--- config.mk ---
export PLATFORM = sky130hd
export DESIGN_NAME = wb_ram_arbiter
export DESIGN_NICKNAME = d
export VERILOG_FILES = /design/src/rtl/wb_ram_arbiter.sv
export SDC_FILE = /design/constraint.sdc
export NUM_CORES = 1
export LEC_CHECK = 0
export ABC_AREA = 1
export BUFFER_PORTS_ARGS = -buffer_cell sky130_fd_sc_hd__buf_4
export CAP_MARGIN = 20
export CORE_AREA = 2 2 123 125
export CTS_CLUSTER_DIAMETER = 100
export CTS_CLUSTER_SIZE = 10
export DETAILED_ROUTE_END_ITERATION = 10
export DIE_AREA = 0 0 125 127
export GPL_ROUTABILITY_DRIVEN = 0
export GPL_TIMING_DRIVEN = 0
export PLACE_DENSITY_LB_ADDON = 0.12
export SYNTH_ARGS = -nofsm -noshare
export SYNTH_HDL_FRONTEND = slang
export SYNTH_SLANG_ARGS = --single-unit
--- constraint.sdc ---
create_clock -name clk_i -period 1.5 [get_ports clk_i]
set_input_delay 0.15 -clock clk_i [delete_from_list [all_inputs] [get_ports clk_i]]
set_output_delay 0.15 -clock clk_i [all_outputs]
set_load 0.02 [all_outputs]
--- src/rtl/wb_ram_arbiter.sv ---
// Two-master Wishbone arbiter for the shared RAM: host loader (m0) has priority, CPU (m1) is protected by a fairness count.
// Grant is registered, so the slave sees a request 1 cycle after arbitration; a watchdog errors out hung cycles after TIMEOUT.
module wb_ram_arbiter #(
   parameter int AW         = 32,
   parameter int DW         = 32,
   parameter int TIMEOUT    = 255,
   parameter int FAIR_LIMIT = 4
) (
   input  logic            clk_i,
   input  logic            rst_n_i,
   input  logic [AW-1:0]   m0_adr_i,
   input  logic [DW-1:0]   m0_dat_i,
   input  logic [DW/8-1:0] m0_sel_i,
   input  logic            m0_we_i,
   input  logic            m0_cyc_i,
   input  logic            m0_stb_i,
   output logic [DW-1:0]   m0_dat_o,
   output logic            m0_ack_o,
   output logic            m0_err_o,
   input  logic [AW-1:0]   m1_adr_i,
   input  logic [DW-1:0]   m1_dat_i,
   input  logic [DW/8-1:0] m1_sel_i,
   input  logic            m1_we_i,
   input  logic            m1_cyc_i,
   input  logic            m1_stb_i,
   output logic [DW-1:0]   m1_dat_o,
   output logic            m1_ack_o,
   output logic            m1_err_o,
   output logic [AW-1:0]   s_adr_o,
   output logic [DW-1:0]   s_dat_o,
   output logic [DW/8-1:0] s_sel_o,
   output logic            s_we_o,
   output logic            s_cyc_o,
   output logic            s_stb_o,
   input  logic [DW-1:0]   s_dat_i,
   input  logic            s_ack_i,
   input  logic            s_err_i,
   output logic [1:0]      grant_o
);

   localparam int TO_W = $clog2(TIMEOUT);
   localparam int FC_W = $clog2(FAIR_LIMIT + 1);

   typedef enum logic [1:0] {IDLE, GNT0, GNT1, ERR} state_t;

   state_t          r_state;
   logic [1:0]      r_grant;
   logic [FC_W-1:0] r_fair_cnt;
   logic [TO_W-1:0] r_to_cnt;
   logic            r_err_pulse;

   logic w_sel_m1;
   logic w_cyc;
   logic w_stb;
   logic w_in_gnt;
   logic w_resp;
   logic w_fair_full;
   logic w_fwd_ack;
   logic w_fwd_err;

   assign w_sel_m1    = r_grant[1];
   assign w_cyc       = w_sel_m1 ? m1_cyc_i : m0_cyc_i;
   assign w_stb       = w_sel_m1 ? m1_stb_i : m0_stb_i;
   assign w_in_gnt    = (r_state == GNT0) || (r_state == GNT1);
   assign w_resp      = s_ack_i | s_err_i;
   assign w_fair_full = (r_fair_cnt == FC_W'(FAIR_LIMIT));

   assign s_adr_o = w_sel_m1 ? m1_adr_i : m0_adr_i;
   assign s_dat_o = w_sel_m1 ? m1_dat_i : m0_dat_i;
   assign s_sel_o = w_sel_m1 ? m1_sel_i : m0_sel_i;
   assign s_we_o  = w_in_gnt & (w_sel_m1 ? m1_we_i : m0_we_i);
   assign s_cyc_o = w_in_gnt & w_cyc;
   assign s_stb_o = w_in_gnt & w_stb;

   // err beats ack when the slave raises both; the ERR-state pulse is only live while grant is held
   assign w_fwd_ack = w_in_gnt & s_ack_i & ~s_err_i;
   assign w_fwd_err = (w_in_gnt & s_err_i) | r_err_pulse;

   assign m0_ack_o = r_grant[0] & w_fwd_ack;
   assign m1_ack_o = r_grant[1] & w_fwd_ack;
   assign m0_err_o = r_grant[0] & w_fwd_err;
   assign m1_err_o = r_grant[1] & w_fwd_err;
   assign m0_dat_o = s_dat_i;
   assign m1_dat_o = s_dat_i;
   assign grant_o  = r_grant;

   always_ff @(posedge clk_i or negedge rst_n_i) begin
      if (!rst_n_i) begin
         r_state     <= IDLE;
         r_grant     <= 2'b00;
         r_fair_cnt  <= '0;
         r_to_cnt    <= '0;
         r_err_pulse <= 1'b0;
      end else begin
         r_err_pulse <= 1'b0;
         case (r_state)
            IDLE: begin
               r_to_cnt <= '0;
               if (!m1_cyc_i)
                  r_fair_cnt <= '0;
               if (m0_cyc_i && !(m1_cyc_i && w_fair_full)) begin
                  r_state <= GNT0;
                  r_grant <= 2'b01;
                  // reaching here with m1 waiting implies the count is below its limit
                  if (m1_cyc_i)
                     r_fair_cnt <= r_fair_cnt + FC_W'(1);
               end else if (m1_cyc_i) begin
                  r_state    <= GNT1;
                  r_grant    <= 2'b10;
                  r_fair_cnt <= '0;
               end
            end
            GNT0, GNT1: begin
               if (!w_cyc) begin
                  r_state  <= IDLE;
                  r_grant  <= 2'b00;
                  r_to_cnt <= '0;
               end else if (!w_stb || w_resp) begin
                  r_to_cnt <= '0;
               end else if (r_to_cnt == TO_W'(TIMEOUT - 1)) begin
                  r_state     <= ERR;
                  r_err_pulse <= 1'b1;
                  r_to_cnt    <= '0;
               end else begin
                  r_to_cnt <= r_to_cnt + TO_W'(1);
               end
            end
            ERR: begin
               if (!w_cyc) begin
                  r_state <= IDLE;
                  r_grant <= 2'b00;
               end
            end
            default: begin
               r_state <= IDLE;
               r_grant <= 2'b00;
            end
         endcase
      end
   end

endmodule

-- Yosys cells after proc, flatten, opt, wreduce, memory -nomap -nowiden
Index checks and enable logic that the tools add are counted.
- reduce and logical (&&, ||, !) cells: 12
- $add $sub $neg: 2
- mux-type cells: 24
- bitwise operators: 13
- equality and inequality tests: 10
- operator list (kind ; number):
    $mux W32 ; 2
    $mux W8 ; 3
    $pmux W8 S2 ; 1
    $mux W2 ; 6
    $and A1 B1 Y1 ; 10
    $ne A3 B3 Y1 const B ; 3
    $add A8 B1 Y8 const B ; 1
    $eq A8 B8 Y1 const B ; 1
    $mux W1 ; 7
    $mux W3 ; 2
    $pmux W2 S3 ; 1
    $eq A2 B2 Y1 const B ; 2
    $mux W4 ; 1
    $ne A2 B2 Y1 const B ; 2
    $pmux W2 S2 ; 1
    $reduce_and A4 Y1 ; 1
    $add A3 B1 Y3 const B ; 1
    $eq A3 B3 Y1 const B ; 1
    $reduce_or A3 Y1 ; 1
    $eq A2 B1 Y1 const B ; 1
    $logic_and A1 B1 Y1 ; 2
    $logic_not A1 Y1 ; 2
    $logic_not A2 Y1 ; 1
    $logic_or A1 B1 Y1 ; 2
    other kinds (5) ; 6
- output and inout bits: 141
- register bits after elaboration: 16
- logic and storage cells: 66
- input bits: 178

-- Longest topological paths before layout
Gate-level depths: netlist (run 1).
- word-level depth: 6
- gate-level depth with buffers: 9
- gate-level depth less buffers: 9

-- Worst setup path before layout (run 1)
Ideal clock, no wire load.
- path type: reg-to-reg
- from: reg r_state[0]
- to: reg r_to_cnt[5]
- cell stages (with the launch flop): 9
- arrival: 1.376 ns
- data required time: 1.431 ns
- library setup time: 0.069 ns
- path slack: 0.055 ns
- clock period less this slack: 1.445 ns
- path buffers: 0
- cell sequence: dfrtp_1 -> inv_1 -> ha_1 -> inv_2 -> nor2_4 -> nand2_2 -> nor2_4 -> nor2_4 -> nor2_2
- word-level cells in the longest chain between the ends: 3
- elaborated cells between the ends (all ways): 6
- those cells by class: eq/ne (2); mux (1); reduce/logical (3)
- RTL lines (item ; line ; RTL):
    start: declaration ; 46 ; state_t r_state;
    start signal: assignment ; 89 ; r_state <= IDLE;
    start signal: assignment ; 102 ; r_state <= GNT0;
    start signal: assignment ; 108 ; r_state <= GNT1;
    $eq A2 B1 Y1 / $eq A2 B2 Y1 (equally long branches) ; 96 ; case (r_state)
    $reduce_or A2 Y1 ; 96 ;
    $pmux W8 S2 / $reduce_bool A2 Y1 (equally long branches) ; -- ;
    end signal: assignment ; 125 ; r_to_cnt <= r_to_cnt + TO_W'(1);
    end: declaration ; 49 ; logic [TO_W-1:0] r_to_cnt;
Several ways; a longest one is shown, not always the timed one.
A chain may end at the register's enable or synchronous reset.

-- Final worst setup path (run 1)
- from: reg r_state[0]
- to: out m1_ack_o
- word-level cells in the longest chain between the ends: 5
- elaborated cells between the ends (all ways): 6
- those cells by class: eq/ne (2); bitwise (3); reduce/logical (1)
- RTL lines (item ; line ; RTL):
    $eq A2 B1 Y1 / $eq A2 B2 Y1 (equally long branches) ; 64 ; assign w_in_gnt = (r_state == GNT0) || (r_state == GNT1);
    $logic_or A1 B1 Y1 * ; 64 ;
    $and A1 B1 Y1 * (2 in series) ; 76 ; assign w_fwd_ack = w_in_gnt & s_ack_i & ~s_err_i;
    $and A1 B1 Y1 * ; 80 ; assign m1_ack_o = r_grant[1] & w_fwd_ack;
    end: declaration ; 27 ; output logic m1_ack_o,
Mark *: on every way between the ends. The rest lies on a longest branch, timed or not.

==> results of run 1 <==
-- placed cells by master, fill, tap and decap left out, drive strengths merged, types with 2 or more instances in the layout --
cell / n
nor3: 2
o22ai: 2
xnor2: 3
clkbuf: 14
nand4: 2
nand3: 13
xor2: 3
ha: 8
buf: 380
dfrtp: 16
o21ai: 4
a21oi: 4
nand2: 243
inv: 24
nor2: 27
-- registers in the layout (all words and copies together) (netlist names) --
name and cells:
r_err_pulse 1, grant_o 2, r_fair_cnt 3, r_to_cnt 8, r_state 2
-- final cells by class --
cell class / instances / area [um2]
buffer: 81 / 752
sequential: 16 / 400
multi-input combinational: 311 / 1690
inverter: 24 / 100
tap: 184 / 230
clock buffer: 4 / 88.8
timing repair buffer: 310 / 2800
fill: 1533 / 8370
-- worst max path at each step --
stage,slack (ns),from,end
floorplan,0.05,r_state[0]$_DFFE_PN0P_,r_to_cnt[5]$_DFFE_PN0P_
global placement,-0.12,grant_o[1]$_DFFE_PN0P_,s_dat_o[28]
detailed placement,-0.15,grant_o[1]$_DFFE_PN0P_,s_dat_o[26]
CTS,-0.11,r_state[0]$_DFFE_PN0P_,m1_ack_o
global route,-0.14,r_state[0]$_DFFE_PN0P_,m1_ack_o
finish,-0.07,r_state[0]$_DFFE_PN0P_,m1_ack_o
-- critical path, stage by stage, from the launching register on --
cell and delay (ns):
dfrtp_1 0.37, inv_2 0.07, ha_4 0.30, inv_4 0.05, nor2_4 0.08, nand2_2 0.07, nor2_2 0.11, buf_6 0.12
-- kinds of logic after synthesis --
family | Yosys count
flops | 16
fa+ha+maj | 8
compound gates | 10
xor+xnor | 6
simple gates | 287
buf+inv | 105
-- report_power, final --
group	leakage, uW	internal, uW	switching, uW	total, uW
logic	0.00316	3370	3480	6850
clock network	0.0000442	405	170	575
registers	0.000217	510	58.8	569
total	0.00342	4280	3710	7990
-- what timing repair did --
item	CTS	global route
hold endpoints to repair	16	0
setup endpoints to repair	84	86
setup buffers	10	3
pin swaps	23	13
hold buffers	1	0
resized for setup	179	51
gates cloned	5	5
-- stage by stage --
| step | hold slack (ns) | TNS [ns] | total power (uW) |
|---|---|---|---|
| 4_1_cts | 0.202 | -2.41 | 7450 |
| 5_1_grt | 0.216 | -6.94 | 8500 |
| 3_3_place_gp | 0.0269 | -1.45 | 5280 |
| 3_5_place_dp | 0.0334 | -1.81 | 5300 |
| 6_report | 0.215 | -1.76 | 7990 |
| 2_1_floorplan | -0.146 | 0 | 3190 |
-- metal layers --
layer,up-vias,GRT usage (%)
met5,-,0
met4,0,2.61
met3,12,8.12
met2,166,29.3
met1,1697,19.1
li1,1865,-
==> impl_metrics.tcl, run 1 <==
set metrics [dict create \
    synth.avg_cell_area_um2 5.67 \
    cts_sinks 16 \
    synthAdderAreaFrac_pct 4.09 \
    cts-buffers-inserted 3 \
    grt_max_degree 17 \
    synth_area_mm2 0.00245 \
    num-nets-final 933 \
    maxCapViolCount 0 \
    hp-start "m1_cyc_i" \
    cts_tree "built" \
    overflow 0 \
    first_iter_violations 114 \
    num_rows 44 \
    yosysSeqAreaShare_pct 16.3 \
    cts_root_buf "clkbuf_16" \
    dpl.cell_count 902 \
    drt_pre_antenna_iters 4 \
    hold_path.class "primary input to register" \
    core_area_mm2 0.0144 \
    wl_per_cell_um 16.2 \
    grt_antenna_before_repair 0 \
    post-synth-top-area-fraction_pct 36.5 \
    cp.required_ns 1.35 \
    wl_met1_mm 5.61 \
    pin_count 319 \
    htreeDepth 1 \
    fin_util_pct 42.0 \
    status "finished, violations left" \
    dr_wl_met3_mm 1.73 \
    synth_seq_cells 16 \
    synth_top_cell_by_area "nand2_1" \
    detail-route-antenna-nets 0 \
    finalNonFillerCells 930 \
    setup_ws_ns -0.0725 \
    reg2reg_from "grant_o[1]$_DFFE_PN0P_" \
    powerDensity_mw_per_mm2 1320 \
    hold_path_depth 3 \
    worst-setup-path-type "register to primary output" \
    wl_met2_mm 7.47 \
    slew_violations 0 \
    cp_max_fo 4 \
    synth-xor-area-share_pct 2.15 \
    die-area_mm2 0.0159 \
    synth_edf_count 0 \
    dieWidth_um 125 \
    grt_usage_pct 16.8 \
    hold_viol_final 0 \
    drive_gt1_share_pct 65.3 \
    r2r_setup_slack_ns -0.02 \
    hpwlAfterDp_mm 12.2 \
    grt_pass1_vias 3702 \
    skew_ns 0.00194 \
    critPathLaunchType "register" \
    yosys.area_share.simple_pct 47.6 \
    fmax_ghz 0.636 \
    synth.distinct_cells 26 \
    drt-vias-per-instance 4.02 \
    r2r_end "r_state[1]$_DFFE_PN0P_" \
    p_leak_uw 0.00342 \
    dr.max_layer_used "met4" \
    fin_area_mm2 0.00605 \
    synth.most_common_cell "nand2_1" \
    initial_core_util_pct 17.0 \
    ys.flop_type "dfrtp_1" \
    ir_drop_v 0.000761 \
    syn_nets 618 \
    reg2reg_depth 11 \
    yosysWarnings 0 \
    drc_errors 0 \
    clockBufferDepth 2 \
    io_buffers 286 \
    synth_common_cells "nand2_1, buf_4, inv_1" \
    dr_total_vias 3740 \
    path_clk_slew_ns 0.05 \
    slew_headroom_pct 73.7 \
    die_h_um 127 \
    synthMuxAreaShare_pct 0 \
    dp_slack_ns -0.152 \
    min_to "r_fair_cnt[2]$_DFFE_PN0N_" \
    tightest_slew_ns 0.392 \
    fin_crit_ns 1.57 \
    num_antenna_cells 0 \
    fin_crit_sh_pct 105 \
    synth_compound_area_share_pct 2.76 \
    rsz0062_at_grt "true" \
    synthTopCellsByArea "nand2_1, buf_4, dfrtp_1" \
    grt_pass1_wl_mm 21.0 \
    clock_latency_ns 0.24 \
    synth_top_family_by_area "simple AND/OR/NAND/NOR gates" \
    end_kind "primary output" \
    violations "setup timing" \
    async_flop_share_pct 100 \
    synthCells 432 \
    setup_viol 52 \
    dpl-instance-area_mm2 0.00483 \
    wirelength_mm 15.1 \
    area_delta_synth_final_pct 147 \
    critPathArrivalTime_ns 1.42 \
]
No activity file was read; power rests on OpenSTA's default activity.
==> inputs of run 2 (changes only) <==
Settings changed: SETUP_SLACK_MARGIN set to 0.1.
==> run 2 against run 1 <==
Compared with the run above:
- the run still ends with setup timing left
- clock power decreased by 11%
- sequential power shrank 1%
- final cell count rose by 0.75%
- first-iteration DRC count increased by 3.5%
- sequential share of layout area is 0.26 points lower
- register-to-register slack gained 0.08 ns
- die area stayed put
==> impl_metrics.tcl, run 2 (synthesized netlist as in run 1, its figures left out) <==
set metrics [dict create \
    detail-route-antenna-nets 0 \
    cp_max_fo 4 \
    critPathLaunchType "register" \
    num_rows 44 \
    num-nets-final 941 \
    path_clk_slew_ns 0.05 \
    clockBufferDepth 2 \
    cts_sinks 16 \
    wirelength_mm 15.8 \
    layout_common_cells "buf_4, nand2_1, buf_6" \
    fin_crit_sh_pct 106 \
    die-area_mm2 0.0159 \
    tightest_slew_ns 0.270 \
    hold_viol_final 0 \
    cts-buffers-inserted 3 \
    io_buffers 286 \
    end_kind "primary output" \
    dieWidth_um 125 \
    grt_antenna_before_repair 0 \
    num_antenna_cells 0 \
    slew_violations 0 \
    rsz0062_at_grt "true" \
    grt_max_degree 17 \
    drt_pre_antenna_iters 4 \
    area_delta_synth_final_pct 157 \
    fin_crit_ns 1.58 \
    powerDensity_mw_per_mm2 1310 \
    cp.required_ns 1.35 \
    grt_pass1_vias 3695 \
    htreeDepth 1 \
    cts_tree "built" \
    drt-vias-per-instance 4.03 \
    pin_count 319 \
    setup_viol 62 \
    first_iter_violations 118 \
    dr_total_vias 3775 \
    drive_gt1_share_pct 71.3 \
    initial_core_util_pct 17.0 \
    fin_area_mm2 0.00630 \
    status "finished, violations left" \
    dp_slack_ns -0.118 \
    skew_ns 0.00294 \
    core_area_mm2 0.0144 \
    p_leak_uw 0.00345 \
    final_common_cell "buf_4" \
    dpl-instance-area_mm2 0.00484 \
    largest_register_ffs 8 \
    regMostFlops "r_to_cnt" \
    critPathArrivalTime_ns 1.43 \
    wl_per_cell_um 16.8 \
    clock_latency_ns 0.24 \
    setup_ws_ns -0.0834 \
    grt_pass1_wl_mm 21.9 \
    die_h_um 127 \
    maxCapViolCount 0 \
    grt_usage_pct 17.8 \
    cts_root_buf "clkbuf_16" \
    worst-setup-path-type "register to primary output" \
    drc_errors 0 \
    reg_top3 "r_to_cnt (8), r_fair_cnt (3)" \
    hpwlAfterDp_mm 12.9 \
    overflow 0 \
    ir_drop_v 0.000532 \
    fmax_ghz 0.632 \
    violations "setup timing" \
    slew_headroom_pct 81.9 \
    hold_path.class "primary input to register" \
]
-- run 2: cell count changes in the layout (fill, tap and decap cells not counted), moves of 8 or more --
cell,previous run,this run
nand2_4,17,35
nand2_2,45,64
nand2_1,181,144
buf_4,289,297
-- run 2: final timing paths --
path | from | to | slack [ns] | cells after the start
worst max-delay path | r_state[0]$_DFFE_PN0P_ | m0_err_o | -0.08 | 6
worst min-delay path | m1_cyc_i | r_fair_cnt[2]$_DFFE_PN0N_ | 0.22 | 3
worst max register to register | grant_o[1]$_DFFE_PN0P_ | r_to_cnt[4]$_DFFE_PN0P_ | 0.06 | 10
worst min register to register | r_fair_cnt[0]$_DFFE_PN0N_ | r_fair_cnt[0]$_DFFE_PN0N_ | 0.53 | 1
max in group asynchronous | rst_n_i | grant_o[1]$_DFFE_PN0P_ | 1.01 | 2
min in group asynchronous | rst_n_i | r_to_cnt[7]$_DFFE_PN0P_ | 0.30 | 2
-- run 2: layout make-up --
cell class              count  area (um2)
inverters                  24         105
multi-input cells         311        1920
plain buffers              81         778
flip-flops and latches     16         400
repair buffers            318        2790
fillers                  1518        8130
well taps                 184         230
clock buffers               3        75.1
-- run 2: worst max-delay path: stages (launching register included) --
cell	delay [ns]
dfrtp_1	0.39
inv_2	0.08
ha_4	0.23
buf_6	0.13
a21oi_4	0.15
nor2_1	0.06
buf_4	0.15
-- run 2: what timing repair did --
item	in CTS	in global routing
hold buffers	1	0
gates cloned	7	2
setup endpoints to repair	81	86
endpoints found under the hold margin	16	0
pin swaps	19	34
resized for setup	187	110
buffers inserted	12	11
-- run 2: metrics by stage --
step,TNS [ns],std cells,hold slack (ns),total power [uW],utilization (%)
after floorplan,0,432,-0.146,3230,-
after global placement,-0.976,902,0.0213,5400,33.6
after detailed placement,-1.15,902,0.0246,5410,33.6
after CTS,-3.22,925,0.205,7530,40.0
after global routing,-6.66,937,0.239,8810,43.7
final,-2.44,937,0.219,8280,43.7
-- run 2: power by group --
part           internal, uW  total, uW  switching (uW)
Combinational          3500       7210            3710
Sequential              510        561            51.3
Clock                   350        509             159
Total                  4360       8280            3920
-- run 2: per-layer routing --
layer | global-route usage, % | share of wire (%)
met3 | 5.15 | 8.8
met4 | 1.37 | 0.17
met2 | 30.0 | 49
met5 | 0 | 0
met1 | 23.8 | 42
==> inputs of run 3 (changes only) <==
Settings changed: GPL_TIMING_DRIVEN 0 to 1.
==> run 3 against run 2 <==
Compared with the run above:
- global-route usage fell by 1.3 points
- largest cell class unchanged
- clock power rose by 16%
- the run still ends with setup timing left
- critical endpoint is now s_adr_o[25]
- non-clock buffer count decreased by 136
- critical path depth is the same
==> impl_metrics.tcl, run 3 (synthesized netlist as in run 1, its figures left out) <==
set metrics [dict create \
    tightest_slew_ns 0.335 \
    reg_top3 "r_to_cnt (8), r_fair_cnt (3)" \
    met3_usage_pct 8.63 \
    fillerInstances 1521 \
    area_delta_synth_final_pct 124 \
    p_clk_share_pct 7.1 \
    slew_violations 0 \
    fin_crit_ns 1.57 \
    num_rows 44 \
    fin_area_mm2 0.00549 \
    clock_latency_ns 0.25 \
    gr-usage-met1_pct 23.5 \
    cts_sinks 16 \
    clockBufferDepth 2 \
    p_int_uw 4310 \
    initial_core_util_pct 17.0 \
    fmax_ghz 0.637 \
    path_clk_slew_ns 0.05 \
    end_kind "primary output" \
    critPathArrivalTime_ns 1.42 \
    cts_root_buf "clkbuf_16" \
    core_area_mm2 0.0144 \
    rsz0062_at_grt "true" \
    io_buffers 222 \
    finalNonFillerCells 802 \
    slew_headroom_pct 77.5 \
    num_antenna_cells 0 \
    grt_use_met2_pct 23.0 \
    regMostFlops "r_to_cnt" \
    htreeDepth 1 \
    cts-buffers-inserted 3 \
    first_iter_violations 116 \
    busiest_layer "met1" \
    die-area_mm2 0.0159 \
    violations "setup timing" \
    p_leak_uw 0.00289 \
    wirelength_mm 15.6 \
    cp.required_ns 1.35 \
    r2r_end "r_to_cnt[3]$_DFFE_PN0P_" \
    grt_usage_pct 16.6 \
    setup_ws_ns -0.0706 \
    fin_tns_setup_ns -1.71 \
    fin_crit_sh_pct 105 \
    hp-start "m1_cyc_i" \
    detail-route-antenna-nets 0 \
    dpl.cell_count 764 \
    cp_max_fo 8 \
    dr_total_vias 3268 \
    reg2reg_depth 9 \
    critPathCapture "s_adr_o[25]" \
    grt_pass1_wl_mm 20.0 \
    dieWidth_um 125 \
    r2r_setup_slack_ns 0.10 \
    reg2reg_from "grant_o[1]$_DFFE_PN0P_" \
    grt_max_degree 36 \
    grt_pass1_vias 3153 \
    cts_tree "built" \
    ir_drop_v 0.000463 \
    worst-setup-path-type "register to primary output" \
    num-nets-final 805 \
    wl_per_cell_um 19.5 \
    critPathLaunchType "register" \
    p_seq_share_pct 7.1 \
    largest_register_ffs 8 \
    switching_power_uw 4010 \
    pin_count 319 \
    grt_antenna_before_repair 0 \
    hold_path.class "primary input to register" \
    drt-vias-per-instance 4.07 \
    status "finished, violations left" \
    powerDensity_mw_per_mm2 1520 \
    maxCapViolCount 0 \
    overflow 0 \
    crit_start "grant_o[1]$_DFFE_PN0P_" \
    drive_gt1_share_pct 68.8 \
    final_common_cell "buf_4" \
    hold_viol_final 0 \
    setup_viol 51 \
    switching_share_pct 48.2 \
    die_h_um 127 \
    dpl-instance-area_mm2 0.00387 \
    holdWs_ns 0.204 \
    comb_power_share_pct 85.9 \
    drc_errors 0 \
    layout_common_cells "buf_4, nand2_1, buf_6" \
    skew_ns 0.00134 \
    drt_pre_antenna_iters 4 \
    hpwlAfterDp_mm 10.7 \
]
## run 3: changes by cell type in the layout (fill, tap and decap cells not counted), sizes merged
cell / before / now
buf: 387 / 254
clkbuf: 14 / 12
## run 3: worst max-delay path: stages, from the launching register on
cell	delay, ns
dfrtp_2	0.47
inv_8	0.14
buf_12	0.14
clkbuf_16	0.18
nand2_4	0.05
nand2_2	0.07
buf_6	0.11
## run 3: metal layers
layer  part of all wire (%)  vias up
met5                      0        -
met4                   0.72        0
met3                     11       12
met2                     43      160
met1                     45     1479
li1                       -     1617
## run 3: layout make-up
| type | instances | area (um2) | area share (%) |
|---|---|---|---|
| Clock buffer | 4 | 88.8 | 1.62 |
| Timing Repair Buffer | 263 | 2590 | 47.2 |
| Sequential cell | 16 | 402 | 7.31 |
| Inverter | 24 | 100 | 1.82 |
| Multi-Input combinational cell | 311 | 2080 | 37.9 |
| Tap cell | 184 | 230 | 4.19 |
## run 3: worst min-delay path by stage
stage | end | depth (start not counted)
floorplan | grant_o[0]$_DFFE_PN0P_ | 0
global placement | r_to_cnt[4]$_DFFE_PN0P_ | 1
detailed placement | r_to_cnt[3]$_DFFE_PN0P_ | 1
CTS | r_fair_cnt[2]$_DFFE_PN0N_ | 3
global route | r_fair_cnt[2]$_DFFE_PN0N_ | 3
finish | r_fair_cnt[2]$_DFFE_PN0N_ | 3
## run 3: power groups by stage
stage	Combinational, uW	Sequential [uW]	Clock [uW]
after detailed placement	4330	595	0
after global routing	7600	601	621
after CTS	5720	585	605
after global placement	4340	592	0
final	7150	588	589
after floorplan	2640	594	0
## run 3: timing repair
action / 4_1_cts / 5_1_grt
endpoints found under the hold margin: 16 / 0
hold buffers: 1 / 0
endpoints found under the setup margin: 81 / 88
pin swaps: 5 / 46
gates cloned: 8 / 10
gates resized for setup: 97 / 187
setup buffers: 11 / 4
## run 3: stage by stage
step / setup WS, ns / total power (uW) / util, %
2_1_floorplan: 0.113 / 3230 / -
3_3_place_gp: 0.115 / 4930 / 26.8
3_5_place_dp: 0.0917 / 4930 / 26.8
4_1_cts: -0.0591 / 6910 / 31.8
5_1_grt: -0.136 / 8820 / 38.1
6_report: -0.0706 / 8320 / 38.1
